==> src/rtl/muldiv_unit.sv <==
// muldiv_unit: iterative RV32M/RV64M multiply/divide (radix-2 shift-add, restoring divide).
// Optional macro MULDIV_FAST_SPECIAL_EN: divide-by-zero / signed overflow finish straight from IDLE.
module muldiv_unit #(
    parameter int XLEN  = 32,
    parameter int CNT_W = $clog2(XLEN)
) (
    input  logic            clk,
    input  logic            rst_n,
    input  logic            valid_i,
    input  logic [2:0]      funct3_i,
    input  logic [XLEN-1:0] op_a_i,
    input  logic [XLEN-1:0] op_b_i,
    input  logic            flush_i,
    output logic            ready_o,
    output logic            busy_o,
    output logic            done_o,
    output logic [XLEN-1:0] result_o
);
    typedef enum logic [1:0] {S_IDLE, S_CALC, S_DONE} state_t;
    localparam logic [CNT_W-1:0] CNT_LAST = CNT_W'(XLEN - 1);

    state_t            state_q, state_d;
    logic [CNT_W-1:0]  cnt_q, cnt_d;
    logic [2:0]        op_q, op_d;
    logic [XLEN-1:0]   opnd_q, opnd_d;     // multiplicand or divisor magnitude
    logic [2*XLEN-1:0] acc_q, acc_d;       // {hi, lo}: product, or {remainder, quotient}
    logic              neg_q, neg_d;
    logic [XLEN-1:0]   result_q, result_d;

    logic              accept, is_div, sign_a, sign_b, b_zero, neg_new;
    logic [XLEN-1:0]   mag_a, mag_b;
    logic              special;
    logic [XLEN-1:0]   special_res;
    logic              last, rem_ge, hi_sel;
    logic [XLEN:0]     mul_sum, rem_sh;
    logic [XLEN-1:0]   rem_new, fixed_sel;
    logic [2*XLEN-1:0] step, fixed;

    always_comb begin : decode
        accept = (state_q == S_IDLE) && valid_i && !flush_i;
        is_div = funct3_i[2];
        sign_a = op_a_i[XLEN-1] && (funct3_i == 3'b001 || funct3_i == 3'b010 ||
                                    funct3_i == 3'b100 || funct3_i == 3'b110);
        sign_b = op_b_i[XLEN-1] && (funct3_i == 3'b001 || funct3_i == 3'b100 ||
                                    funct3_i == 3'b110);
        mag_a  = sign_a ? -op_a_i : op_a_i;
        mag_b  = sign_b ? -op_b_i : op_b_i;
        b_zero = (op_b_i == '0);
        // A zero divisor yields an all-ones quotient that must not be negated.
        if (!is_div)
            neg_new = sign_a ^ sign_b;
        else if (funct3_i[1])
            neg_new = sign_a;
        else
            neg_new = (sign_a ^ sign_b) && !b_zero;
    end

`ifdef MULDIV_FAST_SPECIAL_EN
    logic ovf;
    always_comb begin : fast_special
        ovf     = !funct3_i[0] && (op_a_i == {1'b1, {(XLEN-1){1'b0}}}) && (op_b_i == '1);
        special = is_div && (b_zero || ovf);
        if (b_zero)
            special_res = funct3_i[1] ? op_a_i : '1;
        else
            special_res = funct3_i[1] ? '0 : op_a_i;
    end
`else
    assign special     = 1'b0;
    assign special_res = '0;
`endif

    always_comb begin : step_calc
        last    = (cnt_q == CNT_LAST);
        mul_sum = {1'b0, acc_q[2*XLEN-1:XLEN]} + (acc_q[0] ? {1'b0, opnd_q} : '0);
        rem_sh  = {acc_q[2*XLEN-1:XLEN], acc_q[XLEN-1]};
        rem_ge  = (rem_sh >= {1'b0, opnd_q});
        rem_new = rem_ge ? XLEN'(rem_sh - {1'b0, opnd_q}) : rem_sh[XLEN-1:0];
        step    = op_q[2] ? {rem_new, acc_q[XLEN-2:0], rem_ge}
                          : {mul_sum, acc_q[XLEN-1:1]};
        fixed   = step;
        if (neg_q) begin
            if (!op_q[2])
                fixed = -step;
            else if (op_q[1])
                fixed[2*XLEN-1:XLEN] = -step[2*XLEN-1:XLEN];
            else
                fixed[XLEN-1:0] = -step[XLEN-1:0];
        end
        // MUL/DIV/DIVU take the low half; MULH*, REM, REMU the high half.
        hi_sel    = op_q[2] ? op_q[1] : (op_q[1:0] != 2'b00);
        fixed_sel = hi_sel ? fixed[2*XLEN-1:XLEN] : fixed[XLEN-1:0];
    end

    always_comb begin : datapath
        cnt_d    = cnt_q;
        op_d     = op_q;
        opnd_d   = opnd_q;
        acc_d    = acc_q;
        neg_d    = neg_q;
        result_d = result_q;
        if (accept) begin
            op_d   = funct3_i;
            neg_d  = neg_new;
            cnt_d  = '0;
            opnd_d = is_div ? mag_b : mag_a;
            acc_d  = {{XLEN{1'b0}}, (is_div ? mag_a : mag_b)};
            if (special)
                result_d = special_res;
        end else if (state_q == S_CALC) begin
            if (flush_i) begin
                cnt_d = '0;
            end else begin
                cnt_d = cnt_q + 1'b1;
                acc_d = last ? fixed : step;
                if (last)
                    result_d = fixed_sel;
            end
        end
    end

    always_comb begin : next_state
        state_d = state_q;
        case (state_q)
            S_IDLE:  if (accept) state_d = special ? S_DONE : S_CALC;
            S_CALC: begin
                if (flush_i)
                    state_d = S_IDLE;
                else if (last)
                    state_d = S_DONE;
            end
            S_DONE:  state_d = S_IDLE;
            default: state_d = S_IDLE;
        endcase
    end

    always_comb begin : outputs
        ready_o  = (state_q == S_IDLE);
        busy_o   = (state_q != S_IDLE);
        done_o   = (state_q == S_DONE);
        result_o = result_q;
    end

    always_ff @(posedge clk or negedge rst_n) begin : state_reg
        if (!rst_n)
            state_q <= S_IDLE;
        else
            state_q <= state_d;
    end

    always_ff @(posedge clk or negedge rst_n) begin : data_reg
        if (!rst_n) begin
            cnt_q    <= '0;
            op_q     <= '0;
            opnd_q   <= '0;
            acc_q    <= '0;
            neg_q    <= 1'b0;
            result_q <= '0;
        end else begin
            cnt_q    <= cnt_d;
            op_q     <= op_d;
            opnd_q   <= opnd_d;
            acc_q    <= acc_d;
            neg_q    <= neg_d;
            result_q <= result_d;
        end
    end
endmodule

==> config.mk <==
export PLATFORM = sky130hd
export DESIGN_NAME = muldiv_unit
export DESIGN_NICKNAME = d
export VERILOG_FILES = /design/src/rtl/muldiv_unit.sv
export SDC_FILE = /design/constraint.sdc
export NUM_CORES = 1
export LEC_CHECK = 0
export ABC_AREA = 0
export BUFFER_PORTS_ARGS = -buffer_cell sky130_fd_sc_hd__buf_4
export CORE_MARGIN = 4
export CORE_UTILIZATION = 38
export DETAILED_ROUTE_END_ITERATION = 6
export GPL_ROUTABILITY_DRIVEN = 1
export SYNTH_ARGS = -nofsm -noshare
export SYNTH_HDL_FRONTEND = slang
export SYNTH_SLANG_ARGS = --single-unit
==> constraint.sdc <==
create_clock -name clk -period 8 [get_ports clk]
set_input_delay 1.6 -clock clk [delete_from_list [all_inputs] [get_ports clk]]
set_output_delay 1.6 -clock clk [all_outputs]
set_load 0.1 [all_outputs]
# Word level (Yosys, flattened, before mapping)
# Cells that the tools add are included.
# classes
add_sub_neg	8
multipliers	0
div_mod_pow	0
magnitude_cmp	1
eq_ne	10
shifts	0
n_mux	26
bitwise_logic	3
reduce_logical	20
# op_table
operator	count
64-bit two-way mux	7
32-bit two-way mux	9
32-bit negator	4
64-bit negator	1
32-bit by 32-bit adder with 33-bit output	1
33-bit by 32-bit greater-or-equal comparator with 1-bit output	1
32-bit zero test	1
32-bit subtractor	1
5-bit two-way mux	3
3-bit == test (second input constant)	2
2-bit two-way mux	3
2-bit nonzero test	3
5-bit by 1-bit adder with 5-bit output (second input constant)	1
5-bit == test (second input constant)	1
1-bit logical AND	5
1-bit logical OR	5
2-bit by 1-bit != test with 1-bit output (second input constant)	2
2-bit case mux with 2 select lines	1
2-bit AND reduction	2
4-bit AND reduction	1
3-bit by 1-bit == test with 1-bit output (second input constant)	1
3-bit by 2-bit == test with 1-bit output (second input constant)	1
1-bit two-way mux	3
3-bit != test (second input constant)	1
other kinds (6)	8
# word_totals
ff_bits	139
latchBits	0
ram_bits	0
rom_bits	0
input_bits	71
output_inout_bits	35
word_cells	75
memories	0

# Logic depth before layout (Yosys ltp)
# logic_depth
depth_word	11
depth_mapped	26
depth_no_buf	22

# Least setup slack after synthesis
# Ideal clock, no wire load.
# synth_timing
path_kind	reg2reg
start	register acc_q[43]
end	register acc_q[62]
setup_time_ns	0.135
arrival_ns	5.092
required_time_ns	7.865
slack_ns	2.773
path_stages_with_launch	26
n_path_buf	4
period_less_slack_ns	5.227
path_cell_list	dfrtp_1 ha_1 buf_2 a21oi_1 o21ai_1 a31oi_1 a31oi_4 a21oi_2 buf_6 buf_2 buf_2 nor2_1 a21oi_1 ha_1 nand2_1 nor4b_2 a31oi_1 nor2_1 o311a_1 nand4_1 nor4_1 nor3b_1 nand3b_1 o21ai_1 xor2_1 o21ai_0
# synth_via
elab_chain_cells	11
word_cells_on_any_way	14
classes_between	add/sub: 4; order compare: 1; mux: 9
# synth_lines
element	line	source
start, declared	26	logic [2*XLEN-1:0] acc_q, acc_d;
start signal, assigned	156	acc_q <= '0;
start signal, assigned	163	acc_q <= acc_d;
32-bit subtractor / 33-bit by 32-bit greater-or-equal comparator with 1-bit output (equally long branches)	78, 77	
32-bit two-way mux	78	rem_new = rem_ge ? XLEN'(rem_sh - {1'b0, opnd_q}) : rem_sh[XLEN-1:0];
64-bit two-way mux *	79	step = op_q[2] ? {rem_new, acc_q[XLEN-2:0], rem_ge}
32-bit negator	86	fixed[2*XLEN-1:XLEN] = -step[2*XLEN-1:XLEN];
32-bit two-way mux	85	else if (op_q[1])
64-bit two-way mux	83	if (!op_q[2])
64-bit two-way mux	82	if (neg_q) begin
64-bit two-way mux *	115	acc_d = last ? fixed : step;
64-bit two-way mux *	111	if (flush_i) begin
64-bit two-way mux *	110	end else if (state_q == S_CALC) begin
64-bit two-way mux *	102	if (accept) begin
# Mark *: on every way between the ends. The rest lies on a longest branch, timed or not. The select of a mux whose other input is x is not followed.
# A chain may end at the register's enable or synchronous reset.

# Worst setup path in the final report
# layout_timing
start	register acc_q[57]
end	register acc_q[62]
# The elaborated chain is that of the path after synthesis.

==> flow_summary.json <==
{
  "status": "finished, final reports clean",
  "hold_slack_ns": 0.486,
  "holdPathEnd": "result_o[6]",
  "min-delay-start": "result_o[6]",
  "totalWireLength_um": 63300,
  "arrival_ns": 6.81,
  "core-area_um2": 40800,
  "layout_min_cycle_time_ns": 6.50,
  "clkSinkCount": 139,
  "num-fill-cells": 4222,
  "rsz0062_at_grt": "false",
  "r2r_cells": 20,
  "antenna_found_initial": 3,
  "post_cts_resize_count": 0,
  "ys_types": 90,
  "worstReg2RegEnd": "acc_q[62]",
  "cts_setup_buffers": 0,
  "dp_slack_ns": 1.83,
  "io_pins": 106,
  "r2r_start": "acc_q[57]",
  "drt-pass1-iter-count": 5,
  "place_inst": 2696,
  "finalSetupTns_ns": 0,
  "setup_viol": 0,
  "avgViaCountPerCell": 6.14,
  "final_nets": 2325,
  "cts_root_buf": "clkbuf_16",
  "start_util_pct": 38.4,
  "ant_nets": 0,
  "ys_warn_count": 0,
  "grt_pass1_vias": 15800,
  "path_clk_slew_ns": 0.07,
  "layout_worst_path_cycle_share_pct": 81.3,
  "drc": 0,
  "grt_usage_pct": 27.8,
  "globalplace.congestion": 0.989,
  "cts-hold-fix-buffers": 0,
  "vias": 16700,
  "fp-row-count": 74,
  "max_freq_mhz": 154,
  "synthArstFlopShare_pct": 100,
  "powerDensity_nw_per_um2": 379,
  "critPathKind": "flip-flop to flip-flop",
  "tightest_slew_ns": 1.24,
  "io_buffers": 105,
  "fin_cells": 2727,
  "crit_fanout": 15,
  "seq_area_frac_synth_pct": 22.2,
  "r2r_setup_slack_ns": 1.50,
  "dieArea_um2": 44500,
  "synthCells": 2155,
  "p_leak_uw": 0.00731,
  "synthesis.nets": 2297,
  "overflow": 0,
  "hold_depth": 2,
  "clk_path_buf_depth": 2,
  "max-vdd-ir-drop_mv": 0.184,
  "diodes": 0,
  "dpl.hpwl_um": 49200,
  "clock_latency_ns": 0.46,
  "drt-initial-drc-count": 1719,
  "slew_violations": 0,
  "ys_ff_latch": 139,
  "synth.cell_area_um2": 15700,
  "synth-edff-count": 0,
  "startpoint_type": "flip-flop",
  "avgSynthCellArea_um2": 7.27,
  "worst_slack_ns": 1.50,
  "syn_to_final_growth_pct": 11.4,
  "drive_above_1_share_pct": 9.57,
  "grt_pass1_wl_um": 96200,
  "grt_max_degree": 100,
  "cap_viol_max_count": 0,
  "cts_buffers": 17,
  "synth_ff_type": "dfrtp_1",
  "die_w_um": 211,
  "end_kind": "flip-flop",
  "ctsHtreeMaxLevel": 4,
  "cts_tree": "done",
  "finalHoldViolations": 0,
  "die_h_um": 211,
  "wl_per_cell_um": 23.2,
  "fin_skew_ns": 0.0118,
  "critical_path_required_ns": 8.31,
  "hold_path_class": "flip-flop to flip-flop",
  "worst_slew_margin_rel_pct": 17.6
}
## flip-flops by register name, indices dropped and copies added, names as in the netlist
name      count
result_o     32
opnd_q       32
acc_q        64
op_q          3
cnt_q         5
neg_q         1
state_q       2
## critical path, stage by stage, from the launching register on
cell,delay [ns]
dfrtp_1,0.42
ha_1,0.36
a211oi_1,0.40
o211ai_1,0.21
a21o_1,0.47
nand2_1,0.41
nor2_1,0.20
a21oi_1,0.26
ha_1,0.32
nand2_1,0.09
nor4b_2,0.58
a31oi_1,0.31
nor2_1,0.26
o311a_1,0.21
nand4_1,0.08
nor4_1,0.62
nor3b_1,0.53
nand3b_1,0.20
o21ai_1,0.18
xor2_1,0.16
o21ai_0,0.08
## layout by cell type, fill, tap and decap left out, types with 51 or more instances in the layout
cell type,instances
o21ai_0,179
xor2_1,92
nor3_1,57
xnor2_1,116
a21oi_1,195
buf_4,124
inv_1,67
ha_1,69
nand3_1,51
nand2_1,273
dfrtp_1,138
nor2_1,205
## synthesized netlist by cell type (18+ instances only)
| library cell | instances | area share, % |
|---|---|---|
| a211oi_1 | 35 | 1.7 |
| a21o_1 | 26 | 1.2 |
| a21oi_1 | 196 | 6.3 |
| a31oi_1 | 36 | 1.4 |
| and2_1 | 50 | 2.0 |
| and3_1 | 26 | 1.0 |
| buf_2 | 19 | 0.61 |
| clkbuf_1 | 83 | 2.0 |
| dfrtp_1 | 139 | 22 |
| ha_1 | 69 | 5.5 |
| inv_1 | 67 | 1.6 |
| mux2i_1 | 45 | 2.9 |
| nand2_1 | 274 | 6.6 |
| nand2b_1 | 18 | 0.72 |
| nand3_1 | 51 | 1.6 |
| nand4_1 | 23 | 0.92 |
| nor2_1 | 206 | 4.9 |
| nor3_1 | 57 | 1.8 |
| o211ai_1 | 34 | 1.6 |
| o21ai_0 | 179 | 5.7 |
| o31ai_1 | 32 | 1.5 |
| or3_1 | 20 | 0.80 |
| xnor2_1 | 116 | 6.5 |
| xor2_1 | 92 | 5.1 |
## stage by stage
step	instance area (um2)	power, uW	utilization, %
finish	17400	6620	42.7
detailed placement	16800	5570	41.2
global placement	16800	5560	41.2
CTS	17400	6490	42.7
global route	17400	7000	42.7
floorplan	15700	4200	-
## report_power, final
group | leakage [uW] | switching (uW) | internal, uW | total (uW)
clock network | 0.000308 | 350 | 541 | 891
logic | 0.00522 | 3060 | 1530 | 4590
registers | 0.00179 | 272 | 861 | 1130
total | 0.00731 | 3690 | 2930 | 6620
## kinds of logic after synthesis
logic type	share of synthesized area [%]
mux	3.16
xor+xnor	11.6
flops	22.2
simple gates	24.7
fa+ha+maj	5.77
compound gates	27.8
buf+inv	4.75
## final cells by class
class / instances / area, um2 / share of cell area [%]
inverters: 70 / 263 / 1.51
clock buffers: 19 / 453 / 2.60
multi-input cells: 1830 / 11500 / 65.7
flip-flops and latches: 139 / 3480 / 20.0
repair buffers: 125 / 942 / 5.40
clock inverters: 12 / 186 / 1.07
well taps: 532 / 666 / 3.82
## how the worst max path moves through the flow
stage | startpoint | end | slack (ns) | cells past startpoint
after floorplan | acc_q[43] | acc_q[62] | 2.77 | 25
after global placement | acc_q[57] | acc_q[54] | 2.01 | 20
after detailed placement | acc_q[57] | acc_q[62] | 1.83 | 20
after CTS | acc_q[57] | acc_q[62] | 1.78 | 20
after global routing | acc_q[57] | acc_q[62] | 1.26 | 20
final | acc_q[57] | acc_q[62] | 1.50 | 20
## routing by layer
layer	track usage [%]	share of wire [%]
met2	44.5	45
met1	37.2	43
met3	5.47	8.0
met4	10.4	4.1
met5	0	0
(Power assumes the default switching activity.)
